## src/rtl/alu_issue_pkg.sv

```systemverilog
// Shared definitions for the ALU issue front-end: instruction layout,
// function codes and operand-use decode.
package alu_issue_pkg;

    localparam int INSTR_W  = 24;
    localparam int FUNC_LSB = 20;
    localparam int RD_LSB   = 16;
    localparam int RS1_LSB  = 12;
    localparam int RS2_LSB  = 8;
    localparam int ADDR_LSB = 0;
    localparam int FUNC_W   = 4;
    localparam int REG_W    = 4;
    localparam int ADDR_W   = 8;

    localparam logic [FUNC_W-1:0] ADD  = 4'd0;
    localparam logic [FUNC_W-1:0] SUB  = 4'd1;
    localparam logic [FUNC_W-1:0] AND  = 4'd2;
    localparam logic [FUNC_W-1:0] MOV  = 4'd3;
    localparam logic [FUNC_W-1:0] LDB  = 4'd4;
    localparam logic [FUNC_W-1:0] OR   = 4'd5;
    localparam logic [FUNC_W-1:0] XOR  = 4'd6;
    localparam logic [FUNC_W-1:0] CMP  = 4'd7;
    localparam logic [FUNC_W-1:0] NOT  = 4'd8;
    localparam logic [FUNC_W-1:0] STB  = 4'd9;
    localparam logic [FUNC_W-1:0] SHL  = 4'd10;
    localparam logic [FUNC_W-1:0] SHR  = 4'd11;
    localparam logic [FUNC_W-1:0] SHLA = 4'd12;
    localparam logic [FUNC_W-1:0] SHLB = 4'd13;

    localparam logic [FUNC_W-1:0] NOP_FUNC    = MOV;
    localparam logic [FUNC_W-1:0] ILLEGAL_MIN = 4'd14;

    function automatic logic uses_rs1(input logic [FUNC_W-1:0] func);
        return func inside {ADD, SUB, AND, OR, XOR, CMP, MOV, NOT, SHL, SHR};
    endfunction

    function automatic logic uses_rs2(input logic [FUNC_W-1:0] func);
        return func inside {ADD, SUB, AND, OR, XOR, CMP, LDB, STB, SHLA, SHLB};
    endfunction

endpackage

```

## src/rtl/alu_issue_unit_fifo.sv

```systemverilog
// issue_fifo: DEPTH x W synchronous FIFO with head visible combinationally,
// so the issue decision can look at the oldest word in the same cycle.
module issue_fifo #(
    parameter int DEPTH = 4,
    parameter int W     = 24
) (
    input  logic                   clk1,
    input  logic                   rst_n,
    input  logic                   push,
    input  logic                   pop,
    input  logic [W-1:0]           wdata,
    output logic [W-1:0]           rdata,
    output logic [$clog2(DEPTH):0] count,
    output logic                   full,
    output logic                   empty
);
    localparam int AW = $clog2(DEPTH);

    logic [W-1:0]  mem_reg [DEPTH];
    logic [AW-1:0] wr_ptr_reg;
    logic [AW-1:0] rd_ptr_reg;
    logic [AW:0]   count_reg;

    // Pointers are exactly log2(DEPTH) bits, so wrap is the natural overflow.
    always_ff @(posedge clk1) begin
        if (!rst_n) begin
            wr_ptr_reg <= '0;
            rd_ptr_reg <= '0;
            count_reg  <= '0;
        end else begin
            if (push) wr_ptr_reg <= wr_ptr_reg + AW'(1);
            if (pop)  rd_ptr_reg <= rd_ptr_reg + AW'(1);
            case ({push, pop})
                2'b10:   count_reg <= count_reg + (AW+1)'(1);
                2'b01:   count_reg <= count_reg - (AW+1)'(1);
                default: count_reg <= count_reg;
            endcase
        end
    end

    always_ff @(posedge clk1) begin
        if (push) mem_reg[wr_ptr_reg] <= wdata;
    end

    assign rdata = mem_reg[rd_ptr_reg];
    assign count = count_reg;
    assign full  = (count_reg == (AW+1)'(DEPTH));
    assign empty = (count_reg == '0);

endmodule

```

## src/rtl/alu_issue_unit.sv

```systemverilog
// Issue front-end: FIFO-buffered instructions, RAW scoreboard with bubble
// insertion, registered iss_* outputs. Optional stats via ISSUE_STATS_EN.
module alu_issue_unit
    import alu_issue_pkg::*;
#(
    parameter int DEPTH     = 4,
    parameter int HAZ_DEPTH = 2
`ifdef ISSUE_STATS_EN
    ,
    parameter int CNT_W     = 16
`endif
) (
    input  logic               clk1,
    input  logic               rst_n,
    input  logic               in_valid,
    output logic               in_ready,
    input  logic [INSTR_W-1:0] in_instr,
    output logic               iss_valid,
    output logic [FUNC_W-1:0]  iss_func,
    output logic [REG_W-1:0]   iss_rd,
    output logic [REG_W-1:0]   iss_rs1,
    output logic [REG_W-1:0]   iss_rs2,
    output logic [ADDR_W-1:0]  iss_addr,
    output logic               illegal,
    output logic               busy
`ifdef ISSUE_STATS_EN
    ,
    output logic [CNT_W-1:0]   stat_issued,
    output logic [CNT_W-1:0]   stat_stalls,
    output logic [CNT_W-1:0]   stat_illegal
`endif
);
    logic [INSTR_W-1:0]      head;
    logic [$clog2(DEPTH):0]  fifo_count;
    logic                    fifo_full;
    logic                    fifo_empty;
    logic                    push;
    logic                    pop;

    assign in_ready = !fifo_full;
    assign push     = in_valid && in_ready;

    issue_fifo #(.DEPTH(DEPTH), .W(INSTR_W)) u_fifo (
        .clk1  (clk1),
        .rst_n (rst_n),
        .push  (push),
        .pop   (pop),
        .wdata (in_instr),
        .rdata (head),
        .count (fifo_count),
        .full  (fifo_full),
        .empty (fifo_empty)
    );

    logic [FUNC_W-1:0] head_func;
    logic [REG_W-1:0]  head_rd;
    logic [REG_W-1:0]  head_rs1;
    logic [REG_W-1:0]  head_rs2;
    logic [ADDR_W-1:0] head_addr;

    assign head_func = head[FUNC_LSB +: FUNC_W];
    assign head_rd   = head[RD_LSB   +: REG_W];
    assign head_rs1  = head[RS1_LSB  +: REG_W];
    assign head_rs2  = head[RS2_LSB  +: REG_W];
    assign head_addr = head[ADDR_LSB +: ADDR_W];

    logic             sb_v_reg   [HAZ_DEPTH];
    logic [REG_W-1:0] sb_rd_reg  [HAZ_DEPTH];
    logic             sb_v_next  [HAZ_DEPTH];
    logic [REG_W-1:0] sb_rd_next [HAZ_DEPTH];

    logic hazard;
    logic any_pending;
    logic head_illegal;
    logic do_issue;
    logic do_drop;
    logic do_stall;

    // Entry k holds a destination issued k+1 cycles ago. It becomes readable
    // HAZ_DEPTH cycles after issue, so only the younger HAZ_DEPTH-1 entries
    // block; the oldest one only keeps busy asserted until writeback.
    always_comb begin
        hazard      = 1'b0;
        any_pending = 1'b0;
        for (int i = 0; i < HAZ_DEPTH; i++) begin
            any_pending = any_pending | sb_v_reg[i];
            if (i < HAZ_DEPTH - 1 && sb_v_reg[i] &&
                ((uses_rs1(head_func) && sb_rd_reg[i] == head_rs1) ||
                 (uses_rs2(head_func) && sb_rd_reg[i] == head_rs2)))
                hazard = 1'b1;
        end
    end

    assign head_illegal = (head_func >= ILLEGAL_MIN);
    assign do_drop      = !fifo_empty && head_illegal;
    assign do_stall     = !fifo_empty && !head_illegal && hazard;
    assign do_issue     = !fifo_empty && !head_illegal && !hazard;
    assign pop          = do_drop || do_issue;
    assign busy         = (fifo_count != '0) || any_pending;

    for (genvar gi = 0; gi < HAZ_DEPTH; gi++) begin : g_sb
        if (gi == 0) begin : g_in
            assign sb_v_next[gi]  = do_issue;
            assign sb_rd_next[gi] = head_rd;
        end else begin : g_shift
            assign sb_v_next[gi]  = sb_v_reg[gi-1];
            assign sb_rd_next[gi] = sb_rd_reg[gi-1];
        end
    end

    always_ff @(posedge clk1) begin
        for (int i = 0; i < HAZ_DEPTH; i++) begin
            if (!rst_n) begin
                sb_v_reg[i]  <= 1'b0;
                sb_rd_reg[i] <= '0;
            end else begin
                sb_v_reg[i]  <= sb_v_next[i];
                sb_rd_reg[i] <= sb_rd_next[i];
            end
        end
    end

    logic              iss_valid_reg;
    logic [FUNC_W-1:0] iss_func_reg;
    logic [REG_W-1:0]  iss_rd_reg;
    logic [REG_W-1:0]  iss_rs1_reg;
    logic [REG_W-1:0]  iss_rs2_reg;
    logic [ADDR_W-1:0] iss_addr_reg;
    logic              illegal_reg;

    // Fields only load on an issue so they hold through bubbles.
    always_ff @(posedge clk1) begin
        if (!rst_n) begin
            iss_valid_reg <= 1'b0;
            iss_func_reg  <= NOP_FUNC;
            iss_rd_reg    <= '0;
            iss_rs1_reg   <= '0;
            iss_rs2_reg   <= '0;
            iss_addr_reg  <= '0;
            illegal_reg   <= 1'b0;
        end else begin
            iss_valid_reg <= do_issue;
            illegal_reg   <= do_drop;
            if (do_issue) begin
                iss_func_reg <= head_func;
                iss_rd_reg   <= head_rd;
                iss_rs1_reg  <= head_rs1;
                iss_rs2_reg  <= head_rs2;
                iss_addr_reg <= head_addr;
            end
        end
    end

    assign iss_valid = iss_valid_reg;
    assign iss_func  = iss_func_reg;
    assign iss_rd    = iss_rd_reg;
    assign iss_rs1   = iss_rs1_reg;
    assign iss_rs2   = iss_rs2_reg;
    assign iss_addr  = iss_addr_reg;
    assign illegal   = illegal_reg;

`ifdef ISSUE_STATS_EN
    localparam logic [CNT_W-1:0] CNT_MAX = {CNT_W{1'b1}};

    logic [CNT_W-1:0] stat_issued_reg;
    logic [CNT_W-1:0] stat_stalls_reg;
    logic [CNT_W-1:0] stat_illegal_reg;

    always_ff @(posedge clk1) begin
        if (!rst_n) begin
            stat_issued_reg  <= '0;
            stat_stalls_reg  <= '0;
            stat_illegal_reg <= '0;
        end else begin
            if (do_issue && stat_issued_reg != CNT_MAX)
                stat_issued_reg <= stat_issued_reg + CNT_W'(1);
            if (do_stall && stat_stalls_reg != CNT_MAX)
                stat_stalls_reg <= stat_stalls_reg + CNT_W'(1);
            if (do_drop && stat_illegal_reg != CNT_MAX)
                stat_illegal_reg <= stat_illegal_reg + CNT_W'(1);
        end
    end

    assign stat_issued  = stat_issued_reg;
    assign stat_stalls  = stat_stalls_reg;
    assign stat_illegal = stat_illegal_reg;
`else
    logic unused_stall;
    assign unused_stall = do_stall;
`endif

endmodule

```

## config.mk

```make
export PLATFORM = sky130hd
export DESIGN_NAME = alu_issue_unit
export DESIGN_NICKNAME = d
export VERILOG_FILES = /design/src/rtl/alu_issue_pkg.sv /design/src/rtl/alu_issue_unit_fifo.sv /design/src/rtl/alu_issue_unit.sv
export SDC_FILE = /design/constraint.sdc
export NUM_CORES = 1
export LEC_CHECK = 0
export ABC_CLOCK_PERIOD_IN_PS = 3470
export CAP_MARGIN = 20
export CORE_MARGIN = 2
export CORE_UTILIZATION = 45
export DETAILED_ROUTE_END_ITERATION = 8
export PLACE_DENSITY_LB_ADDON = 0.3
export SLEW_MARGIN = 20
export SYNTH_ARGS = -nofsm -noshare
export SYNTH_HDL_FRONTEND = slang
export SYNTH_HIERARCHICAL = 1
export SYNTH_SLANG_ARGS = --single-unit
```

## constraint.sdc

```tcl
create_clock -name clk1 -period 3.47 [get_ports clk1]
set_input_delay 0.694 -clock clk1 [delete_from_list [all_inputs] [get_ports clk1]]
set_output_delay 0.694 -clock clk1 [all_outputs]
set_load 0.02 [all_outputs]
```

==> results.toml, run 1 <==
[sta]
tns_ns = 0
worst_slew_pin_slew_ns = 0.6904
timing.final.max_slew_violations = 0
hold_viol = 0
post-route-min-period_ns = 3.251
fin_crit_sh_pct = 93.68
slew_headroom_pct = 53.98
skew_ns = 0.01001
rsz0062_at_grt = "no"
fin_ws_ns = 0.2194
finalSetupViolCount = 0
fmax_mhz = 307.6

[logic_synthesis]
synthTopCellsByArea = "edfxtp_1 (54%), dfxtp_1 (15%), mux4_2 (8.4%), mux2i_1 (4.7%), nand2_1 (3.2%)"
yosysWarnings = 6
syn-instance-count = 318
synth_seq_cells = 137
synth_edf_count = 96
avgSynthCellArea_sq_um = 16.81
yosys.cell_types.count = 36
yosys.area.top_type = "edfxtp_1"
async_flop_share_pct = 0
synth_ff_type = "edfxtp_1"
syn_area_sq_mm = 0.005345
syn_nets = 351
seq_area_frac_synth_pct = 69.29
synth_top_area_share_pct = 53.93

[global_routing]
grt.total_usage_pct = 16.68
grt_pass1_wl_mm = 15.73
gr-total-overflow = 0
grt_pass1_vias = 2963
grt_start_max_net_pins = 36
antenna_found_initial = 0

[clocking]
cts_tree = "done"
clk_latency_ns = 0.41
cts-htree-levels = 4
cts_buffer_depth = 2
clock-root-buffer = "clkbuf_16"
clk_pin_slew_ns = 0.06
cts.sinks = 137
numCtsBuffers = 17

[layout]
largest_register_ff_count = 96
multi_input_area_sq_mm = 0.001473
drive_above_1_share_pct = 18.27
diodes = 0
syn2layout_area_growth_pct = 25.59
finalInstanceArea_sq_mm = 0.006713
final-seq-area_sq_mm = 0.003707
nets = 425
nFillCells = 903

[placed_design]
placed_area_sq_mm = 0.006053
hpwl_mm = 5.943
port_buffers = 54
place_ws_ns = 0.1228
gp_congestion = 0.7242

[detailed_routing]
wl_mm = 9.672
drcViolationCount = 4
antenna_left = 0
avgRoutedWirePerCell_um = 17.65
vias = 2789
drt_iter0_drc = 150
vias_per_cell = 5.089
drt-pass1-iter-count = 6

[floorplan]
row_count = 39
dieArea_sq_mm = 0.01277
coreArea_sq_mm = 0.01152
initial_core_util_pct = 46.41
dieHeight_um = 113.0
ios = 55
die_w_um = 113.0

[run_status]
violations = "design-rule violations"
status = "finished, violations left"

[setup_path]
ff2ff_path_depth = 11
critical_path_class = "flop to flop"
r2r_end = "u_fifo/count[2]"
critPathLaunchType = "flop"
rrSetupSlack_ns = 0.22
critPathCaptureType = "flop"
arrival_ns = 3.58
path_max_fanout = 10
cp.required_ns = 3.80

[hold_path]
holdPathEnd = "iss_rs2[0]"
worstHoldPathType = "flop to flop"
min_path_cells = 2
worstHoldStart = "iss_rs2[0]"

[run]
maxCapViolCount = 0

[power]
power_density_mw_per_mm2 = 916.6
peakVddDrop_v = 0.0006243
power_leakage_nw = 2.389
-- stage by stage --
| stage | hold slack [ns] | total power, W | utilization (%) | std cells |
|---|---|---|---|---|
| floorplan | 0.4763 | 0.003680 | - | 318 |
| global placement | 0.4417 | 0.004199 | 52.56 | 516 |
| detailed placement | 0.4464 | 0.004242 | 52.56 | 516 |
| CTS | 0.4588 | 0.006212 | 58.24 | 548 |
| global route | 0.4770 | 0.006466 | 58.29 | 548 |
| finish | 0.4569 | 0.006153 | 58.29 | 548 |
-- routing by layer --
metal,part of all wire (%),global-route usage [%],vias to the layer above
li1,-,-,1324
met1,45,20.98,1404
met2,50,27.63,53
met3,4.0,5.624,8
met4,1.1,5.203,0
met5,0,0,-
-- cells in the mapped netlist, types with 3 or more instances --
library cell,count
edfxtp_1,96
nand2_1,46
dfxtp_1,41
mux2i_1,25
mux4_2,20
and2_1,13
inv_1,11
xor2_1,9
clkbuf_1,7
ha_1,5
nor2b_1,5
mux4_1,4
xnor2_1,4
buf_12,3
o21ai_0,3
-- power by group --
| group | internal, W | total (W) | switching (W) | leakage [nW] |
|---|---|---|---|---|
| combinational | 0.000965 | 0.00194 | 0.000974 | 0.866 |
| sequential | 0.00208 | 0.00226 | 0.000179 | 1.22 |
| clock | 0.00127 | 0.00195 | 0.000680 | 0.305 |
| total | 0.00432 | 0.00615 | 0.00183 | 2.39 |
-- cells in the final DEF (no fill, tap or decap), types with 2 or more instances in the layout --
master / count
bufinv_16: 4
clkdlybuf4s50_1: 53
buf_4: 15
xnor2_1: 4
nor2_1: 2
edfxtp_1: 96
clkinvlp_4: 4
ha_1: 5
clkbuf_16: 18
and2b_1: 2
nor3_1: 2
xor2_1: 9
nor2b_1: 5
inv_1: 11
mux4_1: 4
o21ai_0: 3
and2_1: 13
mux2i_1: 25
inv_6: 3
mux4_2: 20
dfxtp_1: 40
nand2_1: 46
-- final cells by class --
type,instances,area share [%]
tap,143,2.665
clock inverter,12,2.759
multi-input combinational,155,21.94
sequential,137,55.23
timing repair buffer,70,9.823
inverter,11,0.6151
clock buffer,20,6.971
-- worst max-delay path by stage --
stage / depth (start not counted) / to
5_1_grt: 12 / u_fifo/count[2]
3_3_place_gp: 12 / u_fifo/count[2]
6_report: 11 / u_fifo/count[2]
4_1_cts: 12 / u_fifo/count[2]
3_5_place_dp: 12 / u_fifo/count[2]
2_1_floorplan: 12 / u_fifo/count[2]
-- worst max-delay path: stages, from the launching register on --
cell and delay, ns:
dfxtp_4 0.45, mux4_1 0.68, nor2_2 0.16, a2111oi_2 0.08, a41o_2 0.33, nor2_1 0.22, ha_1 0.23, inv_1 0.06
fa_1 0.37, xor2_1 0.16, or3_1 0.30, a21boi_0 0.16
-- cells by family (layout without fill, tap and decap cells) --
family                     after synthesis  count (layout)  synth area share (%)
AOI/OAI and AO/OA                       10              10                 1.522
xor gates and xnor gates                13              13                 2.130
adders and majority gates                6               6                 1.545
buffers and inverters                   26             113                 3.277
DFF                                    137             137                 69.29
muxes                                   49              49                 15.07
and+or+nand+nor                         77              77                 7.163
-- what timing repair did --
item / CTS / global route
setup buffers: 0 / 0
gates resized for setup: 0 / 2
hold buffers: 0 / 0
endpoints found under the setup margin: 0 / 1
endpoints found under the hold margin: 0 / 0
Note: power is estimated with default switching activity, not from simulation.
==> inputs of run 2 (changes only) <==
--- a/config.mk
+++ b/config.mk
@@ -5,7 +5,6 @@
 export SDC_FILE = /design/constraint.sdc
 export NUM_CORES = 1
 export LEC_CHECK = 0
-export ABC_CLOCK_PERIOD_IN_PS = 3470
 export CAP_MARGIN = 20
 export CORE_MARGIN = 2
 export CORE_UTILIZATION = 45
@@ -14,5 +13,5 @@
 export SLEW_MARGIN = 20
 export SYNTH_ARGS = -nofsm -noshare
 export SYNTH_HDL_FRONTEND = slang
-export SYNTH_HIERARCHICAL = 1
 export SYNTH_SLANG_ARGS = --single-unit
+export TNS_END_PERCENT = 50
==> run 2 against run 1 <==
Net effect: the flow now finishes without violations; clock skew fell by 0.0021 ns; sequential power barely moved; power fell by 4.7%; worst setup slack improved by 0.016 ns; critical path depth did not move; cell count rose by 1.5%; worst hold slack improved by 0.021 ns; count of clock-buffer cells in the layout fell by 3; core utilization fell by 0.36 points; critical path type unchanged; critical endpoint is now u_fifo.count[2]; highest routed layer unchanged.
==> results.toml, run 2 <==
[power]
pwr-share-seq_pct = 38.3
p_sw_w = 0.001930
p_int_w = 0.003936
power_density_mw_per_mm2 = 883.1
power_leakage_nw = 2.244
peakVddDrop_v = 0.0004591
clock_power_share_pct = 30.2
p_sw_share_pct = 32.90
p_comb_share_pct = 31.4

[logic_synthesis]
seq_area_frac_synth_pct = 69.68
avgSynthCellArea_sq_um = 16.30
synth_common_cells = "edfxtp_1 (96), dfxtp_1 (41), nand3_1 (30), mux4_2 (20), o21ai_1 (20)"
yosys.cell_types.count = 39
synth-simple-area-share_pct = 6.262
synth_seq_cells = 137
synth_ff_type = "edfxtp_1"
yosys-mux-area-fraction_pct = 11.02
synthTopCellsByArea = "edfxtp_1 (54%), dfxtp_1 (15%), mux4_2 (8.5%), nand3_1 (2.8%), mux4_1 (2.0%)"
syn_nets = 359
synth_edf_count = 96
yosysWarnings = 0
synthAdderAreaFrac_pct = 1.554
yosys.area.top_type = "edfxtp_1"
synth_top_family_by_area = "multiplexers"
syn-instance-count = 326
synth-xor-area-share_pct = 1.813
yosysMostFrequentCell = "edfxtp_1"
synth_top_area_share_pct = 54.24
syn_area_sq_mm = 0.005315
synth-compound-area-share_pct = 6.897
async_flop_share_pct = 0

[sta]
slew_headroom_pct = 34.53
post-route-min-period_ns = 3.235
hold-worst-slack_ns = 0.4781
worst_slew_pin_slew_ns = 0.9821
fmax_mhz = 309.1
finalSetupViolCount = 0
tns_ns = 0
skew_ns = 0.007959
rsz0062_at_grt = "no"
fin_crit_sh_pct = 93.22
timing.final.max_slew_violations = 0
hold_viol = 0

[global_routing]
gr-total-overflow = 0
grt_pass1_wl_mm = 16.65
antenna_found_initial = 0
grt.total_usage_pct = 17.36
grt_pass1_vias = 3152
grt_start_max_net_pins = 26

[clocking]
cts_tree = "done"
hold_buffers = 0
cts.sinks = 137
clk_pin_slew_ns = 0.06
clk_latency_ns = 0.41
cts_buffer_depth = 2
cts-htree-levels = 4
clock-root-buffer = "clkbuf_16"
numCtsBuffers = 17

[placed_design]
placed_area_sq_mm = 0.006041
place_inst = 524
port_buffers = 54
hpwl_mm = 6.628
gp_congestion = 0.7811

[setup_path]
critical_path_class = "flop to flop"
ff2ff_path_depth = 11
arrival_ns = 3.58
r2r_end = "u_fifo.count[2]"
critPathLaunchType = "flop"
critPathCaptureType = "flop"
cp.required_ns = 3.82
path_max_fanout = 7
rrSetupSlack_ns = 0.24

[hold_path]
holdPathEnd = "iss_func[3]"
min_path_cells = 2
worstHoldPathType = "flop to flop"
worstHoldStart = "iss_func[3]"

[layout]
finalInstanceArea_sq_mm = 0.006643
drive_above_1_share_pct = 19.37
diodes = 0
nets = 433
nFillCells = 844
multi_input_area_sq_mm = 0.001464
layout_common_cells = "edfxtp_1 (96), clkdlybuf4s50_1 (54), dfxtp_1 (40)"
final_common_cell = "edfxtp_1"
largest_register_ff_count = 96
syn2layout_area_growth_pct = 24.98
final-seq-area_sq_mm = 0.003705
layout.cells.non_filler = 556

[detailed_routing]
vias_per_cell = 5.468
antenna_left = 0
drcViolationCount = 0
avgRoutedWirePerCell_um = 18.41
drt_iter0_drc = 222
drt-pass1-iter-count = 4
vias = 3040
wl_mm = 10.24

[floorplan]
initial_core_util_pct = 46.35
ios = 55
coreArea_sq_mm = 0.01147
die_w_um = 112.7
dieArea_sq_mm = 0.01270
dieHeight_um = 112.7
row_count = 39

[run]
maxCapViolCount = 0

[run_status]
status = "complete, no violations"
[run 2: cells by family (layout without fill, tap and decap cells)]
group	after synthesis	after routing
buf+inv	23	110
flops	137	137
xor+xnor	11	11
mux	27	27
simple gates	67	67
fa+ha+maj	6	6
compound gates	55	55
[run 2: metal layers]
metal	vias up	global-route usage [%]	wire (um)
met4	0	6.667	169
met2	92	29.22	5236
met1	1515	21.94	4377
li1	1419	-	-
met3	14	4.050	453
met5	-	0	0
[run 2: power groups by stage]
stage	logic, W	clock network (W)	registers, W
2_1_floorplan	0.00110	0	0.00239
3_3_place_gp	0.00181	0	0.00227
3_5_place_dp	0.00185	0	0.00228
4_1_cts	0.00186	0.00180	0.00225
5_1_grt	0.00200	0.00188	0.00228
6_report	0.00184	0.00177	0.00225
[run 2: what timing repair did]
item	in CTS	in global routing
endpoints found under the setup margin	0	8
setup buffers	0	0
gates resized for setup	0	2
[run 2: how the worst max path moves through the flow]
stage	end	slack, ns	start
6_report	u_fifo.count[2]	0.24	flop
5_1_grt	u_fifo.count[2]	0.02	flop
4_1_cts	u_fifo.count[2]	0.06	flop
3_5_place_dp	u_fifo.count[2]	0.07	flop
3_3_place_gp	u_fifo.count[2]	0.15	flop
2_1_floorplan	u_fifo.count[2]	0.32	flop
[run 2: final cells by class]
cell class                 instances  share of cell area (%)
timing repair buffer              71                   10.11
clock inverter                    15                   2.581
sequential                       137                   55.77
inverter                           7                  0.3956
tap                              143                   2.694
clock buffer                      17                   6.404
multi-input combinational        166                   22.04
[run 2: per-stage QoR]
step | setup slack, ns | utilization (%) | power [W]
after CTS | 0.06002 | 57.88 | 0.005910
after detailed placement | 0.07392 | 52.68 | 0.004128
after floorplan | 0.3179 | - | 0.003490
after global routing | 0.01797 | 57.93 | 0.006157
after global placement | 0.1484 | 52.68 | 0.004087
final | 0.2352 | 57.93 | 0.005866
[run 2: critical path, stage by stage (launching register included)]
cell and delay (ns):
dfxtp_2 0.43, buf_4 0.23, mux4_1 0.64, xnor2_1 0.20
a41o_4 0.26, nor2_1 0.16, ha_1 0.20, inv_1 0.06
fa_1 0.37, xor2_1 0.18, or3_1 0.31, a21oi_1 0.14
==> inputs of run 3 (changes only) <==
--- a/config.mk
+++ b/config.mk
@@ -9,6 +9,8 @@
 export CORE_MARGIN = 2
 export CORE_UTILIZATION = 45
 export DETAILED_ROUTE_END_ITERATION = 8
+export DONT_BUFFER_PORTS = 1
+export HOLD_SLACK_MARGIN = 0.08
 export PLACE_DENSITY_LB_ADDON = 0.3
 export SLEW_MARGIN = 20
 export SYNTH_ARGS = -nofsm -noshare
==> run 3 against run 2 <==
Net effect: largest cell class unchanged; critical path type unchanged; sequential power increased by 8%; first-iteration DRC count decreased by 18%; worst hold slack got worse by 0.13 ns; highest routed layer unchanged; register-to-register slack got worse by 0.03 ns; non-clock buffer count decreased by 57; die area unchanged; power decreased by 5.3%; critical endpoint unchanged.
==> results.toml, run 3 (synthesized netlist as in run 2, its figures left out) <==
[setup_path]
cp.required_ns = 3.80
r2r_end = "u_fifo.count[2]"
arrival_ns = 3.59
critical_path_class = "flop to flop"
ff2ff_path_depth = 12
path_max_fanout = 7
slowest_stage = "mux4_2"
critPathCaptureType = "flop"
cpMostUsedCell = "nor2_1"
rrSetupSlack_ns = 0.20
setup.worst_path.end = "u_fifo.count[2]"
slowest_delay_ns = 0.59
critPathLaunchType = "flop"
crit_chain = "buf_4 -> mux4_2 -> nor2_1 -> a2111oi_4 -> a41o_4 -> nor2_1 -> ha_1 -> inv_1 -> fa_1 -> xor2_1 -> or3_1 -> a21oi_1"

[clocking]
numCtsBuffers = 17
postCtsSetupRepairBufs = 0
cts_tree = "done"
cts.sinks = 137
clock-root-buffer = "clkbuf_16"
cts_resized = 0
hold_buffers = 0
clk_pin_slew_ns = 0.05
cts-htree-levels = 4
cts_buffer_depth = 2
clk_latency_ns = 0.42

[floorplan]
die_w_um = 112.7
row_count = 39
coreArea_sq_mm = 0.01147
initial_core_util_pct = 46.35
dieHeight_um = 112.7
dieArea_sq_mm = 0.01270
ios = 55

[detailed_routing]
avgRoutedWirePerCell_um = 20.59
drcViolationCount = 0
drt-pass1-iter-count = 6
vias = 2794
wl_mm = 10.27
drt_iter0_drc = 182
vias_per_cell = 5.599
antenna_left = 0

[sta]
fin_crit_sh_pct = 94.10
rsz0062_at_grt = "no"
worst_slew_pin_slew_ns = 1.011
post-route-min-period_ns = 3.265
slew_headroom_pct = 32.58
timing.final.max_slew_violations = 0
skew_ns = 0.006170
hold_viol = 0
hold-worst-slack_ns = 0.3513
fmax_mhz = 306.3
finalSetupViolCount = 0
tns_ns = 0

[layout]
drive_above_1_share_pct = 19.94
nFillCells = 936
syn2layout_area_growth_pct = 14.29
nets = 376
largest_register_ff_count = 96
final_common_cell = "edfxtp_1"
diodes = 0
layout_common_cells = "edfxtp_1 (96), dfxtp_1 (41), nand3_1 (30)"

[power]
p_sw_share_pct = 31.70
p_comb_share_pct = 24.1
peakVddDrop_v = 0.0005173
power_density_mw_per_mm2 = 914.9
p_sw_w = 0.001762
pwr-share-seq_pct = 43.7
clock_power_share_pct = 32.2
power_leakage_nw = 2.023
p_int_w = 0.003795

[global_routing]
grt_pass1_vias = 2956
antenna_found_initial = 0
gr-total-overflow = 0
grt_pass1_wl_mm = 16.47
grt_start_max_net_pins = 28
grt.total_usage_pct = 17.72

[run]
maxCapViolCount = 0

[hold_path]
worstHoldPathType = "input pin to flop"

[placed_design]
gp_congestion = 0.8086
port_buffers = 0
hpwl_mm = 6.624

[run_status]
status = "complete, no violations"
## run 3: changes by cell type in the layout (fill, tap and decap cells not counted), sizes merged
cell / delta
inv: -12
clkdlybuf4s50: -54
bufinv: +2
clkinv: +3
clkbuf: +7
buf: -3
## run 3: metrics by stage
step / total power (W) / instances / util, % / setup WS [ns] / cell area [sq um]
2_1_floorplan: 0.003490 / 326 / - / 0.3179 / 5315
3_3_place_gp: 0.003773 / 466 / 47.70 / 0.2974 / 5470
3_5_place_dp: 0.003815 / 467 / 47.80 / 0.2001 / 5482
4_1_cts: 0.005612 / 499 / 52.97 / 0.1905 / 6075
5_1_grt: 0.005844 / 499 / 52.97 / 0.002653 / 6075
6_report: 0.005557 / 499 / 52.97 / 0.2048 / 6075
## run 3: how the worst min path moves through the flow
stage                          from              endpoint  cells after the start
2_1_floorplan  u_fifo.rd_ptr_reg[0]                  flop                      2
3_3_place_gp   u_fifo.wr_ptr_reg[1]  u_fifo.wr_ptr_reg[1]                      2
3_5_place_dp   u_fifo.rd_ptr_reg[0]  u_fifo.rd_ptr_reg[0]                      2
4_1_cts                       rst_n           iss_func[1]                      1
5_1_grt                       rst_n           iss_func[1]                      1
6_report                      rst_n           iss_func[1]                      1
## run 3: layout make-up
| class | count | area, sq um | share of cell area [%] |
|---|---|---|---|
| multi-input combinational | 166 | 1464 | 24.10 |
| timing repair buffer | 14 | 108.9 | 1.792 |
| clock inverter | 8 | 121.4 | 1.998 |
| clock buffer | 24 | 471.7 | 7.765 |
| inverter | 7 | 26.28 | 0.4325 |
| sequential | 137 | 3704 | 60.97 |
| tap | 143 | 178.9 | 2.945 |
## run 3: critical path, delay by kind of cell, from the launching register on
family / cells / cell delay [ns]
xor gates and xnor gates: 1 / 0.17
DFF: 1 / 0.37
muxes: 1 / 0.59
AOI/OAI and AO/OA: 3 / 0.54
buffers and inverters: 2 / 0.28
adders and majority gates: 2 / 0.57
and+or+nand+nor: 3 / 0.64
## run 3: layer usage
metal | wire length (um) | up-vias | share of wire [%] | global-route usage [%]
met5 | 0 | - | 0 | 0
met4 | 257 | 0 | 2.5 | 7.886
met3 | 707 | 19 | 6.9 | 7.667
met2 | 4903 | 81 | 48 | 27.39
met1 | 4404 | 1396 | 43 | 21.75
li1 | - | 1298 | - | -
## run 3: power by group through the flow
stage               logic [W]  registers (W)  clock network, W
floorplan             0.00110        0.00239                 0
global placement      0.00132        0.00246                 0
detailed placement    0.00135        0.00247                 0
CTS                   0.00135        0.00244           0.00182
global route          0.00149        0.00246           0.00190
finish                0.00134        0.00243           0.00179
